==> src/rtl/i2c_cfg_sequencer_if.sv <==
`default_nettype none
// +----------------------------------------------------------------------------+
// | Module      : i2c_cfg_sequencer_if                                         |
// | Description : Register-write handshake between the config sequencer and    |
// |               the I2C byte engine.                                         |
// |               master : req, addr, wdata out / done, nack in (sequencer)    |
// |               slave  : req, addr, wdata in  / done, nack out (I2C engine)  |
// |   req    1       write request, held until done                            |
// |   addr   ADDR_W  register address, stable while req                       |
// |   wdata  DATA_W  register data, stable while req                          |
// |   done   1       one-cycle pulse, transaction finished                     |
// |   nack   1       valid with done, 1 = slave NACKed                         |
// | Revision    : 1.0  initial release                                         |
// +----------------------------------------------------------------------------+
interface i2c_cfg_sequencer_if #(
   parameter int ADDR_W = 16,
   parameter int DATA_W = 8
) ();
   logic              req;
   logic [ADDR_W-1:0] addr;
   logic [DATA_W-1:0] wdata;
   logic              done;
   logic              nack;

   modport master (output req, output addr, output wdata, input done, input nack);
   modport slave  (input req, input addr, input wdata, output done, output nack);
endinterface
`default_nettype wire

==> src/rtl/i2c_cfg_sequencer.sv <==
`default_nettype none
// +----------------------------------------------------------------------------+
// | Module      : i2c_cfg_sequencer                                            |
// | Description : Walks an external combinational {reg_addr, reg_data} LUT     |
// |               and issues one I2C register write per entry. Supports        |
// |               profile banks, in-table millisecond delays, NACK retry and   |
// |               error reporting.                                             |
// | Ports       : clk, rst (async, active high)                                |
// |               start/profile_sel  : sequence launch and bank select         |
// |               lut_profile/lut_index -> LUT, lut_data/lut_size <- LUT       |
// |               i2c (master modport): req/addr/wdata out, done/nack in       |
// |               busy/done/error/err_index : status                           |
// | Revision    : 1.0  initial release                                         |
// +----------------------------------------------------------------------------+
module i2c_cfg_sequencer #(
   parameter int              ADDR_W     = 16,
   parameter int              DATA_W     = 8,
   parameter int              IDX_W      = 9,
   parameter int              PROF_W     = 2,
   parameter int              CLK_FREQ   = 50_000_000,
   parameter int              RETRY_MAX  = 3,
   parameter logic [ADDR_W-1:0] DELAY_ADDR = 16'hFFFF
) (
   input  wire logic                     clk,
   input  wire logic                     rst,
   input  wire logic                     start,
   input  wire logic [PROF_W-1:0]        profile_sel,
   output      logic [PROF_W-1:0]        lut_profile,
   output      logic [IDX_W-1:0]         lut_index,
   input  wire logic [ADDR_W+DATA_W-1:0] lut_data,
   input  wire logic [IDX_W:0]           lut_size,
   i2c_cfg_sequencer_if.master           i2c,
   output      logic                     busy,
   output      logic                     done,
   output      logic                     error,
   output      logic [IDX_W-1:0]         err_index
);

   // Cycles per millisecond; the delay counter holds the largest data*ms product.
   localparam int MS_CYC = CLK_FREQ / 1000;
   localparam int DLY_W  = DATA_W + $clog2(MS_CYC + 1);
   localparam int RTY_W  = (RETRY_MAX < 2) ? 1 : $clog2(RETRY_MAX + 1);

   localparam logic [DLY_W-1:0] c_ms_cyc    = DLY_W'(MS_CYC);
   localparam logic [RTY_W-1:0] c_retry_max = RTY_W'(RETRY_MAX);

   localparam logic [3:0] S_IDLE     = 4'd0;
   localparam logic [3:0] S_FETCH    = 4'd1;
   localparam logic [3:0] S_DECODE   = 4'd2;
   localparam logic [3:0] S_WAIT_ACK = 4'd3;
   localparam logic [3:0] S_RETRY    = 4'd4;
   localparam logic [3:0] S_DELAY    = 4'd5;
   localparam logic [3:0] S_NEXT     = 4'd6;
   localparam logic [3:0] S_DONE     = 4'd7;
   localparam logic [3:0] S_ERROR    = 4'd8;

   logic [3:0]        r_state;
   logic [3:0]        w_next_state;

   // One bit wider than the LUT index so a full 2**IDX_W table ends cleanly
   // instead of wrapping back to entry 0.
   logic [IDX_W:0]    r_idx;
   logic [ADDR_W-1:0] r_ent_addr;
   logic [DATA_W-1:0] r_ent_data;
   logic [DLY_W-1:0]  r_dly_cnt;
   logic [RTY_W-1:0]  r_rty_cnt;
   logic [PROF_W-1:0] r_profile;
   logic              r_req;
   logic [ADDR_W-1:0] r_addr;
   logic [DATA_W-1:0] r_wdata;
   logic              r_busy;
   logic              r_done;
   logic              r_error;
   logic [IDX_W-1:0]  r_err_index;

   logic w_table_end;
   logic w_is_delay;
   logic w_delay_zero;
   logic w_retry_left;

   logic w_accept;
   logic w_load_entry;
   logic w_issue;
   logic w_delay_load;
   logic w_delay_dec;
   logic w_ack;
   logic w_retry;
   logic w_fail;
   logic w_reissue;
   logic w_index_inc;
   logic w_finish_ok;
   logic w_finish_err;

   assign w_table_end  = (r_idx >= lut_size);
   assign w_is_delay   = (r_ent_addr == DELAY_ADDR);
   assign w_delay_zero = (r_ent_data == '0);
   assign w_retry_left = (r_rty_cnt < c_retry_max);

   // ---------------------------------------------------------------- state reg
   always_ff @(posedge clk or posedge rst) begin
      if (rst) begin
         r_state <= S_IDLE;
      end else begin
         r_state <= w_next_state;
      end
   end

   // ---------------------------------------------------------------- next state
   always_comb begin
      w_next_state = r_state;
      case (r_state)
         S_IDLE:     if (start) w_next_state = S_FETCH;
         S_FETCH:    w_next_state = w_table_end ? S_DONE : S_DECODE;
         S_DECODE: begin
            if (!w_is_delay)       w_next_state = S_WAIT_ACK;
            else if (w_delay_zero) w_next_state = S_NEXT;
            else                   w_next_state = S_DELAY;
         end
         S_WAIT_ACK: begin
            // done is only honoured here, so a stray pulse elsewhere is ignored.
            if (i2c.done) begin
               if (!i2c.nack)         w_next_state = S_NEXT;
               else if (w_retry_left) w_next_state = S_RETRY;
               else                   w_next_state = S_ERROR;
            end
         end
         S_RETRY:    w_next_state = S_WAIT_ACK;
         // Counter is loaded with data*ms, so exiting on 1 gives exactly that dwell.
         S_DELAY:    if (r_dly_cnt == DLY_W'(1)) w_next_state = S_NEXT;
         S_NEXT:     w_next_state = S_FETCH;
         S_DONE:     w_next_state = S_IDLE;
         S_ERROR:    w_next_state = S_IDLE;
         default:    w_next_state = S_IDLE;
      endcase
   end

   // ---------------------------------------------------------------- output decode
   always_comb begin
      w_accept     = 1'b0;
      w_load_entry = 1'b0;
      w_issue      = 1'b0;
      w_delay_load = 1'b0;
      w_delay_dec  = 1'b0;
      w_ack        = 1'b0;
      w_retry      = 1'b0;
      w_fail       = 1'b0;
      w_reissue    = 1'b0;
      w_index_inc  = 1'b0;
      w_finish_ok  = 1'b0;
      w_finish_err = 1'b0;
      case (r_state)
         S_IDLE:     w_accept     = start;
         S_FETCH:    w_load_entry = !w_table_end;
         S_DECODE: begin
            w_issue      = !w_is_delay;
            w_delay_load = w_is_delay && !w_delay_zero;
         end
         S_WAIT_ACK: begin
            w_ack   = i2c.done;
            w_retry = i2c.done && i2c.nack && w_retry_left;
            w_fail  = i2c.done && i2c.nack && !w_retry_left;
         end
         S_RETRY:    w_reissue    = 1'b1;
         S_DELAY:    w_delay_dec  = 1'b1;
         S_NEXT:     w_index_inc  = 1'b1;
         S_DONE:     w_finish_ok  = 1'b1;
         S_ERROR:    w_finish_err = 1'b1;
         default: ;
      endcase
   end

   // ---------------------------------------------------------------- datapath
   always_ff @(posedge clk or posedge rst) begin
      if (rst) begin
         r_idx       <= '0;
         r_ent_addr  <= '0;
         r_ent_data  <= '0;
         r_dly_cnt   <= '0;
         r_rty_cnt   <= '0;
         r_profile   <= '0;
         r_req       <= 1'b0;
         r_addr      <= '0;
         r_wdata     <= '0;
         r_busy      <= 1'b0;
         r_done      <= 1'b0;
         r_error     <= 1'b0;
         r_err_index <= '0;
      end else begin
         if (w_accept) begin
            r_profile <= profile_sel;
            r_idx     <= '0;
            r_done    <= 1'b0;
            r_error   <= 1'b0;
            r_busy    <= 1'b1;
         end
         if (w_load_entry) begin
            {r_ent_addr, r_ent_data} <= lut_data;
         end
         if (w_issue) begin
            r_addr    <= r_ent_addr;
            r_wdata   <= r_ent_data;
            r_req     <= 1'b1;
            r_rty_cnt <= '0;
         end
         if (w_delay_load) begin
            r_dly_cnt <= DLY_W'(r_ent_data) * c_ms_cyc;
         end
         if (w_delay_dec) begin
            r_dly_cnt <= r_dly_cnt - DLY_W'(1);
         end
         if (w_ack) begin
            r_req <= 1'b0;
         end
         if (w_retry) begin
            r_rty_cnt <= r_rty_cnt + RTY_W'(1);
         end
         if (w_fail) begin
            r_err_index <= r_idx[IDX_W-1:0];
         end
         // Address/data registers are untouched, so the retry repeats the same entry.
         if (w_reissue) begin
            r_req <= 1'b1;
         end
         if (w_index_inc) begin
            r_idx <= r_idx + (IDX_W+1)'(1);
         end
         if (w_finish_ok) begin
            r_done <= 1'b1;
            r_busy <= 1'b0;
         end
         if (w_finish_err) begin
            r_error <= 1'b1;
            r_busy  <= 1'b0;
         end
      end
   end

   assign lut_profile = r_profile;
   assign lut_index   = r_idx[IDX_W-1:0];
   assign i2c.req     = r_req;
   assign i2c.addr    = r_addr;
   assign i2c.wdata   = r_wdata;
   assign busy        = r_busy;
   assign done        = r_done;
   assign error       = r_error;
   assign err_index   = r_err_index;

endmodule
`default_nettype wire

==> src/flat_wrapper.sv <==
// flat-port wrapper written by rule: the top's interface ports become plain ports
module i2c_cfg_sequencer_flat 
#(
   parameter int              ADDR_W     = 16,
   parameter int              DATA_W     = 8,
   parameter int              IDX_W      = 9,
   parameter int              PROF_W     = 2,
   parameter int              CLK_FREQ   = 50_000_000,
   parameter int              RETRY_MAX  = 3,
   parameter logic [ADDR_W-1:0] DELAY_ADDR = 16'hFFFF
)
  (clk, rst, start, profile_sel, lut_profile, lut_index, lut_data, lut_size, busy, done, error, err_index, i2c_req, i2c_addr, i2c_wdata, i2c_done, i2c_nack);
  i2c_cfg_sequencer_if #(.ADDR_W(ADDR_W), .DATA_W(DATA_W)) i2c_i ();
  input  wire logic clk;
  input  wire logic rst;
  input  wire logic start;
  input  wire logic [PROF_W-1:0] profile_sel;
  output      logic [PROF_W-1:0] lut_profile;
  output      logic [IDX_W-1:0] lut_index;
  input  wire logic [ADDR_W+DATA_W-1:0] lut_data;
  input  wire logic [IDX_W:0] lut_size;
  output      logic busy;
  output      logic done;
  output      logic error;
  output      logic [IDX_W-1:0] err_index;
  output wire logic [$bits(i2c_i.req)-1:0] i2c_req;
  output wire logic [$bits(i2c_i.addr)-1:0] i2c_addr;
  output wire logic [$bits(i2c_i.wdata)-1:0] i2c_wdata;
  input wire logic [$bits(i2c_i.done)-1:0] i2c_done;
  input wire logic [$bits(i2c_i.nack)-1:0] i2c_nack;
  assign i2c_req = i2c_i.req;
  assign i2c_addr = i2c_i.addr;
  assign i2c_wdata = i2c_i.wdata;
  assign i2c_i.done = i2c_done;
  assign i2c_i.nack = i2c_nack;
  i2c_cfg_sequencer #(.ADDR_W(ADDR_W), .DATA_W(DATA_W), .IDX_W(IDX_W), .PROF_W(PROF_W), .CLK_FREQ(CLK_FREQ), .RETRY_MAX(RETRY_MAX), .DELAY_ADDR(DELAY_ADDR)) u_core (.clk(clk), .rst(rst), .start(start), .profile_sel(profile_sel), .lut_profile(lut_profile), .lut_index(lut_index), .lut_data(lut_data), .lut_size(lut_size), .i2c(i2c_i), .busy(busy), .done(done), .error(error), .err_index(err_index));
endmodule
==> config.mk <==
export PLATFORM = sky130hd
export DESIGN_NAME = i2c_cfg_sequencer_flat
export DESIGN_NICKNAME = d
export VERILOG_FILES = /design/src/rtl/i2c_cfg_sequencer_if.sv /design/src/rtl/i2c_cfg_sequencer.sv /design/src/flat_wrapper.sv
export SDC_FILE = /design/constraint.sdc
export NUM_CORES = 1
export LEC_CHECK = 0
export CAP_MARGIN = 20
export CORE_ASPECT_RATIO = 0.9
export CORE_MARGIN = 4
export CORE_UTILIZATION = 55
export DETAILED_ROUTE_END_ITERATION = 12
export PLACE_DENSITY_LB_ADDON = 0.15
export REMOVE_ABC_BUFFERS = 1
export SLEW_MARGIN = 10
export SYNTH_ARGS = -nofsm -noshare
export SYNTH_HDL_FRONTEND = slang
export SYNTH_SLANG_ARGS = --single-unit
==> constraint.sdc <==
create_clock -name clk -period 7.5 [get_ports clk]
set_input_delay 0.75 -clock clk [delete_from_list [all_inputs] [get_ports clk]]
set_output_delay 0.75 -clock clk [all_outputs]
set_load 0.02 [all_outputs]
==> impl_metrics.ini, run 1 <==
[sta]
min_period_over_period = 0.518
fin_ws_ns = 3.61
setup_violations = 0
max_freq_mhz = 257
relSlewSlack = 0.522
clock-skew-final_ns = 0.0107
hold_violations = 0
period_needed_ns = 3.89
tns_ns = 0
worst_pin_slew_ns = 0.716
slew_viol_final = 0
rsz0062_at_grt = no

[global_routing]
grt_pass1_vias = 5203
grtUsageTotal = 0.235
antenna_found_initial = 0
grt_max_degree = 57
grt_pass1_wl_mm = 25.6
grt.overflow.total = 0

[setup_path]
critPathMaxFanout = 7
cp.arrival_ns = 4.11
worstPathRequired_ns = 7.72
path_class = flip-flop to flip-flop
worst_path_largest_cell_delay_ns = 0.50
end_kind = flip-flop
critPathLaunchType = flip-flop
crit_path_frequent_cell = ha_1
ff2ff_path_depth = 12
crit_slowest_cell = or4_1
path_cells = inv_1 > ha_1 > ha_1 > fa_1 > fa_1 > ha_1 > and3_1 > o211ai_1 > o21ba_2 > or4_1 > nand3_1 > a311oi_1

[clock_network]
ctsHoldBuffers = 0
post_cts_buffers = 0
cts_buffer_depth = 2
cts-root-buf = clkbuf_16
cts_made_buffers = 9
cts.repair.resized = 0
cts_tree = built
clk_latency_ns = 0.36
clkTransAtPathRegs_ns = 0.07
clock-sinks = 103
h-tree-depth = 3

[placement]
place_congestion = 0.854
dp_hpwl_mm = 11.5
io_buffer_count = 88
place_ws_ns = 3.65

[synthesis]
postSynth.asyncResetShare = 1.00
netlist_area_um2 = 6520
yosys_warnings = 0
ys_seq_area_frac = 0.396
synth_edf_count = 0
synth_flop_cell = dfrtp_1
synth_cell_types = 64
synth_area_per_cell_um2 = 10.3
syn_inst = 631
synth_seq_cells = 103

[worst_hold_path]
hold_depth = 1
hp-class = flip-flop to flip-flop

[die]
rows = 37
die_height_um = 111
design.core.area_um2 = 11500
die_w_um = 123
start_util = 0.565
io_pins = 89
die_area_um2 = 13700

[layout]
area_growth_syn_to_layout_pct = 19.4
multi_input_area_um2 = 3670
final_common_cell = dfrtp_1
drive_gt1_frac = 0.122
layout.nets = 829
fill_cells = 867
seq_area_um2 = 2580
antenna_cells = 0
final_cell_mix = dfrtp_1 (103), clkdlybuf4s50_1 (88), ha_1 (70), nand2_1 (64), mux2_2 (50)

[routing]
drt_iter0_drc = 337
ant_nets = 0
route.detailed.drc = 0
drt-total-wl_mm = 15.0
vias = 4981
vias_per_cell = 5.75
dr.pass1.iters = 5
post_drt_wl_per_cell_um = 17.3

[job]
cap_violations = 0

[status]
run_status = finished, final reports clean
==> synth_stat cells (10+ instances only) <==
cell	n	share of area
nand4_1	11	0.011
nand2_1	64	0.037
mux2_2	50	0.086
ha_1	70	0.13
xnor2_1	14	0.019
a21oi_1	31	0.024
dfrtp_1	103	0.40
fa_1	12	0.037
o21ai_0	32	0.025
inv_1	34	0.020
nand3_1	14	0.011
nor3_1	16	0.012
nor2_1	35	0.020
a21o_1	10	0.012
==> flip-flops by register name (all words and copies together), names as in the netlist <==
register and count:
u_core.r_dly_cnt 24, u_core.i2c.addr 16, u_core.r_ent_addr 16, u_core.r_idx 10, u_core.err_index 9, u_core.i2c.wdata 8
u_core.r_ent_data 8, u_core.r_state 4, u_core.lut_profile 2, u_core.r_rty_cnt 2, u_core.busy 1, u_core.done 1
u_core.error 1, u_core.i2c.req 1
==> per-layer routing <==
metal,track usage,up-vias,wire length [um]
met5,0,-,0
met1,0.316,2450,6840
met3,0.0663,19,804
met2,0.372,112,7150
li1,-,2400,-
met4,0.0657,0,235
==> stage by stage <==
| stage | area, um2 | instances | util | hold slack (ns) |
|---|---|---|---|---|
| after floorplan | 6380 | 605 | - | 0.442 |
| after global routing | 7780 | 867 | 0.675 | 0.508 |
| final | 7780 | 867 | 0.675 | 0.478 |
| after global placement | 7470 | 851 | 0.648 | 0.457 |
| after detailed placement | 7470 | 851 | 0.648 | 0.462 |
| after CTS | 7780 | 867 | 0.675 | 0.480 |
==> final timing paths <==
kind	slack, ns	endpoint	startpoint
min in group asynchronous	0.80	u_core.i2c.addr[12]	rst
max in group asynchronous	5.57	u_core.r_dly_cnt[1]	rst
worst max register to register	3.61	u_core.r_dly_cnt[23]	u_core.r_ent_data[6]
worst min register to register	0.48	u_core.r_dly_cnt[14]	u_core.r_dly_cnt[14]
worst max-delay path	3.61	u_core.r_dly_cnt[23]	u_core.r_ent_data[6]
worst min-delay path	0.48	u_core.r_dly_cnt[14]	u_core.r_dly_cnt[14]
==> critical path, delay by kind of cell, from the launching register on <==
| kind | cells | cell delay (ns) |
|---|---|---|
| AOI/OAI and AO/OA | 3 | 0.40 |
| adders and majority gates | 5 | 1.95 |
| buffers and inverters | 1 | 0.11 |
| DFF | 1 | 0.49 |
| and+or+nand+nor | 3 | 0.81 |
==> cell families after synthesis <==
logic type               share of synthesized area
buffers and inverters                       0.0417
XOR/XNOR                                    0.0269
adder cells (fa/ha/maj)                      0.171
AO/OA/AOI/OAI                                0.125
multiplexers                                0.0864
flip-flops                                   0.396
AND/OR/NAND/NOR                              0.153
==> cell type report <==
cell class | count | area share
multi-input cells | 467 | 0.471
well taps | 156 | 0.0251
clock buffers | 11 | 0.0312
repair buffers | 90 | 0.115
inverters | 35 | 0.0172
clock inverters | 5 | 0.00853
flip-flops and latches | 103 | 0.331
Power of run 1 is left out: the tool's default activity adds up to more than one toggle a clock period on the data nets, which glitch-free logic cannot reach.
==> run 2: changes to the inputs <==
- clock period: 7.5 -> 3.85 ns (I/O delays scaled with it)
==> run 2 against run 1 <==
Largest cell class unchanged. Clock skew grew 0.0025 ns. Global-route usage shrank 0.44 points. Fmax grew 3.9%. Via count grew 1.3%. Die area is the same. Register-to-register slack lost 3.5 ns. First-iteration DRC count grew 4.5%. Sequential share of layout area shrank 0.52 points. Highest routed layer unchanged. Cell area grew 1.7%.
==> impl_metrics.ini, run 2 (synthesis results as in run 1) <==
[die]
rows = 37
die_w_um = 123
die_height_um = 111
design.core.area_um2 = 11500
die_area_um2 = 13700
io_pins = 89
start_util = 0.565

[routing]
top_layer = met4
vias = 5044
ant_nets = 0
met3_length_um = 966
post_drt_wl_per_cell_um = 17.5
vias_per_cell = 5.76
route.detailed.drc = 0
drt-total-wl_mm = 15.3
wl_met1_mm = 6.72
dr.pass1.iters = 5
drt_iter0_drc = 352
dr_wl_met2_mm = 7.34

[sta]
relSlewSlack = 0.526
hold_violations = 0
clock-skew-final_ns = 0.0133
worst_pin_slew_ns = 0.710
slew_viol_final = 0
holdWs_ns = 0.395
min_period_over_period = 0.971
max_freq_mhz = 267
period_needed_ns = 3.74
setup_violations = 0

[clock_network]
clk_latency_ns = 0.35
ctsHoldBuffers = 0
cts_made_buffers = 9
cts-root-buf = clkbuf_16
clkTransAtPathRegs_ns = 0.08
cts_buffer_depth = 2
h-tree-depth = 3
clock-sinks = 103
cts_tree = built

[status]
run_status = finished, final reports clean

[setup_path]
ff2ff_path_depth = 11
critPathLaunchType = flip-flop
crit_slowest_cell = fa_1
cp.arrival_ns = 3.96
reg2reg_to = u_core.r_dly_cnt[23]
worst_path_largest_cell_delay_ns = 0.54
reg2reg_from = u_core.r_ent_data[4]
crit_path_frequent_cell = ha_1
crit_buf_inv = 0
end_kind = flip-flop
path_class = flip-flop to flip-flop
critPathMaxFanout = 5
path_cells = ha_1 > fa_1 > fa_1 > ha_1 > ha_1 > o211a_1 > a211oi_1 > o21ba_2 > or4_1 > nand3_1 > a311oi_1
rrSetupSlack_ns = 0.11
worstPathRequired_ns = 4.07
crit_family = adder cells

[layout]
antenna_cells = 0
final_area_um2 = 7910
stdcell_count = 875
drive_gt1_frac = 0.143
fin_util = 0.686
final_common_cell = dfrtp_1
largest_reg_flops = 24
layout.nets = 837
final_cell_mix = dfrtp_1 (101), clkdlybuf4s50_1 (88), ha_1 (65), nand2_1 (64), mux2_2 (50)
max_flop_register = u_core.r_dly_cnt
area_growth_syn_to_layout_pct = 21.4
fill_cells = 884

[global_routing]
grt_max_degree = 39
grt_pass1_vias = 5159
grtUsageTotal = 0.231
grt_pass1_wl_mm = 25.4
grt.overflow.total = 0
antenna_found_initial = 0

[placement]
postPlaceCellArea_um2 = 7510
dp_hpwl_mm = 11.3
place_congestion = 0.891
numPlacedInstances = 857
io_buffer_count = 88

[worst_hold_path]
hp-class = input port to async pin

[job]
cap_violations = 0
## run 2: worst reg2reg max path, cell delays in order, from the launching register on
cell	delay (ns)
dfrtp_2	0.46
ha_1	0.33
fa_1	0.54
fa_1	0.42
ha_1	0.31
ha_1	0.37
o211a_1	0.21
a211oi_1	0.08
o21ba_2	0.25
or4_1	0.49
nand3_1	0.09
a311oi_1	0.05
## run 2: area by class of cell
class,count,area [um2],share of cell area
Tap cell,156,195,0.0247
Clock inverter,7,90.1,0.0114
Sequential cell,103,2580,0.326
Clock buffer,9,225,0.0285
Inverter,35,134,0.0169
Multi-Input combinational cell,467,3730,0.472
Timing Repair Buffer,98,956,0.121
## run 2: stage by stage
step / setup TNS, ns / setup WS, ns
2_1_floorplan: 0 / 0.212
3_3_place_gp: 0 / 0.138
3_5_place_dp: 0 / 0.0892
4_1_cts: 0 / 0.0370
5_1_grt: -0.0349 / -0.0349
6_report: 0 / 0.110
## run 2: metal layers
metal,up-vias,global-route usage
met5,-,0
met4,0,0.0590
met3,25,0.0653
met2,156,0.370
met1,2434,0.308
li1,2429,-
## run 2: worst max-delay path by stage
stage / startpoint / endpoint / slack [ns] / cells after the start
floorplan: u_core.r_ent_data[6] / u_core.r_dly_cnt[23] / 0.21 / 12
global placement: u_core.r_ent_data[4] / u_core.r_dly_cnt[23] / 0.14 / 13
detailed placement: u_core.r_ent_data[4] / u_core.r_dly_cnt[23] / 0.09 / 13
CTS: u_core.r_ent_data[4] / u_core.r_dly_cnt[23] / 0.04 / 13
global route: u_core.r_ent_data[4] / u_core.r_dly_cnt[23] / -0.03 / 11
finish: u_core.r_ent_data[4] / u_core.r_dly_cnt[23] / 0.11 / 11
## run 2: what timing repair did
action | in CTS | in global routing
setup endpoints to repair | 0 | 5
gates resized for setup | 0 | 9
setup buffers | 0 | 2
Power of run 2 is left out for the same reason.
